<file path="src/rtl/rs_dec_pkg.sv">
// Shared types and code parameters for the RS(15,9) GF(2^4) decoder controller.
package rs_dec_pkg;

    localparam int WORD_WIDTH = 4;
    localparam int N_NUM      = 15;
    localparam int K_NUM      = 9;
    localparam int T_NUM      = 3;
    localparam int T2_NUM     = 6;

    typedef enum logic [2:0] {
        IDLE,
        SYN,
        KES,
        OMG,
        CHN,
        OUT
    } state_t;

    typedef struct packed {
        logic fail;
        logic tmo;
        logic corr;
    } res_t;

    localparam res_t RES_NONE = '{fail: 1'b0, tmo: 1'b0, corr: 1'b0};
    localparam res_t RES_TMO  = '{fail: 1'b1, tmo: 1'b1, corr: 1'b0};

endpackage

</file>
<file path="src/rtl/rs_stage_timer.sv">
// Per-stage watchdog: counts cycles while run is high, flags expiry at TIMEOUT_CYC-1.
module rs_stage_timer #(
    parameter int TMO_W       = 6,
    parameter int TIMEOUT_CYC = 63
) (
    input  logic clk,
    input  logic rst_n,
    input  logic clr,
    input  logic run,
    output logic expired
);

    logic [TMO_W-1:0] cnt;

    always_ff @(posedge clk or negedge rst_n) begin
        if (!rst_n) begin
            cnt <= '0;
        end else if (clr) begin
            cnt <= '0;
        end else if (run && !expired) begin
            cnt <= cnt + TMO_W'(1);
        end
    end

    assign expired = (cnt == TMO_W'(TIMEOUT_CYC - 1));

endmodule

</file>
<file path="src/rtl/rs_dec_ctrl.sv">
// Sequencer for the RS(15,9) decoder: syndrome -> key equation -> omega -> Chien/Forney.
// state | meaning
// IDLE  | waiting for a codeword, in_ready high
// SYN   | syndrome stage enabled
// KES   | Berlekamp-Massey stage enabled
// OMG   | error-value polynomial stage enabled
// CHN   | Chien search / Forney stage enabled
// OUT   | result presented until sink handshake
module rs_dec_ctrl
    import rs_dec_pkg::*;
#(
    parameter int TIMEOUT_CYC = 63,
    parameter int CNT_W       = 16,
    parameter int TMO_W       = 6
) (
    input  logic             clk,
    input  logic             rst_n,
    input  logic             in_valid,
    output logic             in_ready,
    output logic             cw_load,
    input  logic             abort,
    output logic             syn_en,
    input  logic             syn_rdy,
    input  logic             syn_zero,
    output logic             kes_en,
    input  logic             kes_rdy,
    output logic             omg_en,
    input  logic             omg_rdy,
    output logic             chn_en,
    input  logic             chn_rdy,
    input  logic             chn_fail,
    output logic             out_valid,
    input  logic             out_ready,
    output logic             out_fail,
    output logic             out_tmo,
    output logic             out_corr,
    output logic             busy,
    output logic [CNT_W-1:0] cw_cnt,
    output logic [CNT_W-1:0] fail_cnt
);

    state_t state;
    res_t   res;
    logic   stg_run;
    logic   stg_rdy;
    logic   expired;

    assign stg_run = (state == SYN) || (state == KES) || (state == OMG) || (state == CHN);

    // A rdy only counts while the matching enable is driven.
    always_comb begin
        stg_rdy = 1'b0;
        case (state)
            SYN:     stg_rdy = syn_rdy & syn_en;
            KES:     stg_rdy = kes_rdy & kes_en;
            OMG:     stg_rdy = omg_rdy & omg_en;
            CHN:     stg_rdy = chn_rdy & chn_en;
            default: stg_rdy = 1'b0;
        endcase
    end

    rs_stage_timer #(
        .TMO_W       (TMO_W),
        .TIMEOUT_CYC (TIMEOUT_CYC)
    ) u_timer (
        .clk     (clk),
        .rst_n   (rst_n),
        .clr     (!stg_run || stg_rdy || abort),
        .run     (stg_run),
        .expired (expired)
    );

    always_ff @(posedge clk or negedge rst_n) begin
        if (!rst_n) begin
            state     <= IDLE;
            in_ready  <= 1'b1;
            cw_load   <= 1'b0;
            syn_en    <= 1'b0;
            kes_en    <= 1'b0;
            omg_en    <= 1'b0;
            chn_en    <= 1'b0;
            out_valid <= 1'b0;
            res       <= RES_NONE;
            busy      <= 1'b0;
            cw_cnt    <= '0;
            fail_cnt  <= '0;
        end else begin
            cw_load <= 1'b0;
            if (abort && state != IDLE) begin
                state     <= IDLE;
                syn_en    <= 1'b0;
                kes_en    <= 1'b0;
                omg_en    <= 1'b0;
                chn_en    <= 1'b0;
                out_valid <= 1'b0;
                res       <= RES_NONE;
                in_ready  <= 1'b1;
                busy      <= 1'b0;
            end else begin
                case (state)
                    IDLE: begin
                        if (in_valid) begin
                            state    <= SYN;
                            in_ready <= 1'b0;
                            busy     <= 1'b1;
                            cw_load  <= 1'b1;
                            syn_en   <= 1'b1;
                        end
                    end
                    SYN, KES, OMG, CHN: begin
                        if (stg_rdy) begin
                            case (state)
                                SYN: begin
                                    syn_en <= 1'b0;
                                    if (syn_zero) begin
                                        state     <= OUT;
                                        out_valid <= 1'b1;
                                        res       <= RES_NONE;
                                    end else begin
                                        state  <= KES;
                                        kes_en <= 1'b1;
                                    end
                                end
                                KES: begin
                                    kes_en <= 1'b0;
                                    omg_en <= 1'b1;
                                    state  <= OMG;
                                end
                                OMG: begin
                                    omg_en <= 1'b0;
                                    chn_en <= 1'b1;
                                    state  <= CHN;
                                end
                                default: begin
                                    chn_en    <= 1'b0;
                                    state     <= OUT;
                                    out_valid <= 1'b1;
                                    res       <= '{fail: chn_fail, tmo: 1'b0, corr: !chn_fail};
                                end
                            endcase
                        end else if (expired) begin
                            syn_en    <= 1'b0;
                            kes_en    <= 1'b0;
                            omg_en    <= 1'b0;
                            chn_en    <= 1'b0;
                            state     <= OUT;
                            out_valid <= 1'b1;
                            res       <= RES_TMO;
                        end
                    end
                    OUT: begin
                        if (out_ready) begin
                            state     <= IDLE;
                            out_valid <= 1'b0;
                            res       <= RES_NONE;
                            in_ready  <= 1'b1;
                            busy      <= 1'b0;
                            if (cw_cnt != '1) cw_cnt <= cw_cnt + CNT_W'(1);
                            if (res.fail && fail_cnt != '1) fail_cnt <= fail_cnt + CNT_W'(1);
                        end
                    end
                    default: state <= IDLE;
                endcase
            end
        end
    end

    assign out_fail = res.fail;
    assign out_tmo  = res.tmo;
    assign out_corr = res.corr;

endmodule

</file>
<file path="config.mk">
export PLATFORM = sky130hd
export DESIGN_NAME = rs_dec_ctrl
export DESIGN_NICKNAME = d
export VERILOG_FILES = /design/src/rtl/rs_dec_pkg.sv /design/src/rtl/rs_stage_timer.sv /design/src/rtl/rs_dec_ctrl.sv
export SDC_FILE = /design/constraint.sdc
export NUM_CORES = 1
export LEC_CHECK = 0
export ABC_AREA = 1
export BUFFER_PORTS_ARGS = -buffer_cell sky130_fd_sc_hd__buf_2
export CORE_MARGIN = 1.5
export CORE_UTILIZATION = 46
export DETAILED_ROUTE_END_ITERATION = 10
export HOLD_SLACK_MARGIN = 0.1
export PLACE_DENSITY = 0.68
export SLEW_MARGIN = 10
export SYNTH_ARGS = -nofsm -noshare
export SYNTH_HDL_FRONTEND = slang
export SYNTH_SLANG_ARGS = --single-unit
</file>
<file path="constraint.sdc">
create_clock -name clk -period 2.91 [get_ports clk]
set_clock_uncertainty 0.2 [all_clocks]
set_input_delay 0.582 -clock clk [delete_from_list [all_inputs] [get_ports clk]]
set_output_delay 0.582 -clock clk [all_outputs]
set_load 0.01 [all_outputs]
</file>
# ---- Word-level counts from Yosys, hierarchy flattened
# Cells that the tools add are included.
dict set report totals {
  regBits 52
  out_inout_bits 43
  wordCells 124
}
dict set report op_classes {
  n_addsub 3
  eq_ne 18
  n_mux 52
  bitwise 5
  n_reduce_logical 31
}
# op count
set ops {}
lappend ops {{adder 16 x 1 -> 16 bit, second input constant} 2}
lappend ops {{inequality test 16 bit, second input constant} 2}
lappend ops {{two-way mux 3 bit} 10}
lappend ops {{two-way mux 1 bit} 27}
lappend ops {{one-hot mux 3 bit (3 select lines)} 2}
lappend ops {{one-hot mux 1 bit (2 select lines)} 8}
lappend ops {{AND reduction 4 bit} 4}
lappend ops {{nonzero test 3 bit} 5}
lappend ops {{two-way mux 6 bit} 2}
lappend ops {{one-hot mux 3 bit (2 select lines)} 2}
lappend ops {{AND reduction 3 bit} 4}
lappend ops {{inequality test 4 x 1 -> 1 bit, second input constant} 2}
lappend ops {{inequality test 4 x 3 -> 1 bit, second input constant} 2}
lappend ops {{inequality test 4 bit, second input constant} 2}
lappend ops {{adder 6 x 1 -> 6 bit, second input constant} 1}
lappend ops {{equality test 3 x 2 -> 1 bit, second input constant} 2}
lappend ops {{equality test 3 bit, second input constant} 2}
lappend ops {{equality test 6 bit, second input constant} 1}
lappend ops {{inequality test 3 bit, second input constant} 2}
lappend ops {{logical OR 1 bit} 5}
lappend ops {{inequality test 5 bit, second input constant} 1}
lappend ops {{AND reduction 5 bit} 1}
lappend ops {{AND 1 bit} 4}
lappend ops {{one-hot mux 1 bit (4 select lines)} 1}
lappend ops {{other kinds (9)} 15}

# ---- Logic depth before layout (Yosys ltp)
dict set report depth {
  ltp_word 8
  depth_mapped 11
  mapped_depth_nobuf 11
}

# ---- Cells and area by module
# Synthesis repeated with hierarchy kept, for this count alone.
dict set report unflattened {
  hier_cells 414
  hier_area_um2 3131.8
}
# mod instances cells_each area_each_um2 seq_area_each_um2
set modules_own_cells {}
lappend modules_own_cells {rs_dec_ctrl 1 363 2740.1 1152.4}
lappend modules_own_cells {rs_stage_timer 1 51 391.6 150.1}

# ---- Least setup slack after synthesis
# Ideal clock, no wire load.
dict set report synth_timing {
  kind {flip-flop to flip-flop}
  startpoint {register cw_cnt[0]}
  endpoint {register cw_cnt[4]}
  arrival_time_ps 1559
  t_required_ps 2590
  setup_slack_ps 1030
  stages_incl_launch_ff 11
  path_buffers 1
  period_less_slack_ps 1880
  path_cell_list {dfrtp_1 ha_1 nand3_1 nor2_1 and2_1 nand3_1 nand2_2 inv_4 buf_6 nand3b_1 nand2_1}
}
dict set report synth_between {
  elab_chain_cells 2
  elab_cells_between_ends 3
}
# element line
set synth_lines {}
lappend synth_lines {{start: declaration} rs_dec_ctrl.sv:38} ;# output logic [CNT_W-1:0] cw_cnt,
lappend synth_lines {{start signal: assignment} rs_dec_ctrl.sv:158} ;# if (cw_cnt != '1) cw_cnt <= cw_cnt + CNT_W'(1);
lappend synth_lines {{branches (longest 2 deep; another with adder 16 x 1 -> 16 bit)} --}
# Several ways; the timed one is not identified.
# A chain may end at the register's enable or synchronous reset.

# ---- Final worst setup path
# Same ends and word-level chain as after synthesis.

==> impl_metrics.json <==
{
  "drtIter0Drc": 120,
  "path_max_fanout": 19,
  "internal_power_mw": 1.58,
  "p_sw_share_pct": 42.4,
  "num-fill-cells": 610,
  "io_buffers": 53,
  "core_area_um2": 6420,
  "num_antenna_cells": 0,
  "p_sw_mw": 1.16,
  "whs_path_depth": 2,
  "antenna_found_initial": 0,
  "syn_area_um2": 3090,
  "synth_edf_count": 0,
  "vdd_drop_max_uv": 386,
  "vias": 2741,
  "hpwl_um": 5190,
  "synth-seq-area-share_pct": 42.1,
  "die_y_um": 85.0,
  "postSynth.asyncResetShare_pct": 100,
  "yosysTopAreaCellShare_pct": 41.3,
  "grt_pass1_vias": 2558,
  "synth_warnings": 0,
  "startpoint_type": "flop",
  "fin_tns_setup_ns": 0,
  "r2r_slack_ns": 0.79,
  "post-route-drc-count": 5,
  "cts.htree.levels": 2,
  "hold_viol": 0,
  "top_usage_layer": "met2",
  "cts_tree": "done",
  "die_x_um": 85.0,
  "worstPathRequired_ns": 2.90,
  "cap_violations": 0,
  "root_buffer": "clkbuf_8",
  "cts_resized": 0,
  "grt_start_max_net_pins": 27,
  "cp.arrival_ns": 2.11,
  "clkTransAtPathRegs_ns": 0.10,
  "cts_hold_buf": 1,
  "dp_cells": 539,
  "setup_ws_ns": 0.795,
  "synth_area_leader_cell": "dfrtp_1",
  "fin_crit_sh_pct": 72.7,
  "failed_checks": "design-rule violations",
  "hold_class": "flop to flop",
  "syn_area_per_cell_um2": 7.52,
  "powerDensity_nw_per_um2": 774,
  "wl_um": 6620,
  "fin_cells": 548,
  "fin_crit_ns": 2.12,
  "clockPowerShare_pct": 18.4,
  "boundaryPins": 54,
  "grt.total_usage_pct": 20.1,
  "holdPathEnd": "out_tmo",
  "mappedNetlistNets": 426,
  "combPwrFrac_pct": 41.3,
  "drive_gt1_share_pct": 18.5,
  "synth_top_flop_cell": "dfrtp_1",
  "rows": 29,
  "initial_core_util_pct": 48.1,
  "final_common_cell": "nand2_1",
  "max_slew.worst_pin.slew_ns": 0.575,
  "met1_usage_pct": 28.2,
  "seq_area_um2": 1300,
  "clock_latency_ns": 0.31,
  "viasPerCell": 5.00,
  "gp_congestion": 0.898,
  "status": "finished with violations",
  "antenna_left": 0,
  "maxSlewViolCount": 0,
  "synth.ff_latch_count": 52,
  "grtUsageMet2_pct": 32.0,
  "relSlewSlack_pct": 61.6,
  "drt_pre_antenna_iters": 8,
  "cts.sinks": 52,
  "detail_route.wl_per_cell_um": 12.1,
  "synthCells": 411,
  "grt_first_pass_wirelength_um": 11600,
  "cts_buffers": 5,
  "r2r_start": "cw_cnt[0]",
  "min-delay-start": "out_tmo",
  "power_frac_seq_pct": 40.3,
  "fmaxAchievable_ghz": 0.473,
  "reg2reg_depth": 9,
  "gr-usage-met3_pct": 3.99,
  "dieArea_um2": 7220,
  "post-cts-setup-buffers": 0,
  "final_core_util_pct": 55.2,
  "critical_path_class": "flop to flop",
  "synth_area_leaders": "dfrtp_1 (41%), nand2_1 (15%), inv_1 (6.0%)",
  "overflow": 0,
  "clockBufferDepth": 2,
  "nets": 485,
  "leakagePower_nw": 1.81,
  "pre_cts_ws_ns": 0.813,
  "crit_path_end_kind": "flop",
  "syn2layout_area_growth_pct": 14.8,
  "layout_common_cells": "nand2_1 (125), buf_2 (53), dfrtp_1 (51), inv_1 (49), nand3_1 (35)",
  "r2r-end": "cw_cnt[4]",
  "synth.distinct_cells": 30,
  "multiInputGateArea_um2": 1540,
  "rsz0062_at_grt": "no",
  "setup_viol": 0
}
## logic make-up after synthesis
family | count (synthesis) | synth area share (%)
compound gates | 36 | 6.36
xor+xnor | 29 | 8.22
fa+ha+maj | 4 | 1.62
buf+inv | 58 | 7.98
flops | 52 | 42.1
mux | 1 | 0.324
simple gates | 231 | 33.4
## power by group through the flow
| stage | sequential, mW | combinational, mW | clock, mW |
|---|---|---|---|
| detailed placement | 1.12 | 1.14 | 0 |
| finish | 1.11 | 1.13 | 0.504 |
| floorplan | 1.17 | 0.711 | 0 |
| global placement | 1.12 | 1.12 | 0 |
| global route | 1.14 | 1.28 | 0.557 |
| CTS | 1.11 | 1.14 | 0.518 |
## critical path, cell delays in order (launching register included)
cell	delay, ns
dfrtp_1	0.44
ha_1	0.25
nand3_1	0.13
nor2_1	0.20
and2_1	0.15
nand3_1	0.09
nand2_2	0.24
inv_4	0.14
nand3b_1	0.10
nand2_1	0.06
## Yosys cell counts, types with 2 or more instances
cell     number
a21oi_2       2
nor2_1       31
nor3_1       14
nand4_1       7
inv_1        49
nor2_4        3
nand3_2       3
nand2_4       2
xnor2_1      14
dfrtp_1      51
o21ai_0      12
a21oi_1       5
nand2_1     125
o21a_1        3
nor2_2        3
nand3_1      35
inv_2         4
o21ai_1      13
nand2_2       5
ha_1          4
buf_6         3
xor2_1       15
## layout make-up
class | count | share of cell area [%]
Multi-Input combinational cell | 301 | 43.5
Tap cell | 77 | 2.72
Clock buffer | 6 | 2.05
Timing Repair Buffer | 56 | 8.18
Sequential cell | 52 | 36.7
Clock inverter | 2 | 1.09
Inverter | 54 | 5.78
## per-stage QoR
stage | hold slack (ns) | total power, mW | area [um^2]
2_1_floorplan | 0.0864 | 1.88 | 3090
3_3_place_gp | 0.259 | 2.23 | 3430
3_5_place_dp | 0.260 | 2.26 | 3430
4_1_cts | 0.286 | 2.77 | 3550
5_1_grt | 0.308 | 2.99 | 3550
6_report | 0.282 | 2.74 | 3550
## layer usage
metal	part of all wire (%)	vias to the layer above	routed length, um
met4	1.1	0	76
li1	-	1419	-
met1	49	1256	3270
met5	0	-	0
met3	4.8	8	317
met2	45	58	2960
## sequential cells by signal, indices dropped and copies added (netlist names)
name / count
out_valid: 1
cw_cnt: 16
cw_load: 1
kes_en: 1
omg_en: 1
syn_en: 1
out_tmo: 1
busy: 1
chn_en: 1
fail_cnt: 16
state: 3
out_fail: 1
u_timer.cnt: 6
out_corr: 1
in_ready: 1
## worst max-delay path by stage
stage | startpoint | end | slack, ns
final | cw_cnt[0] | cw_cnt[4] | 0.79
after global routing | cw_cnt[0] | cw_cnt[4] | 0.55
after CTS | cw_cnt[0] | cw_cnt[4] | 0.79
after detailed placement | cw_cnt[0] | cw_cnt[4] | 0.81
after global placement | cw_cnt[0] | cw_cnt[3] | 0.87
after floorplan | cw_cnt[0] | cw_cnt[4] | 1.03
No activity file was read; power rests on OpenSTA's default activity.
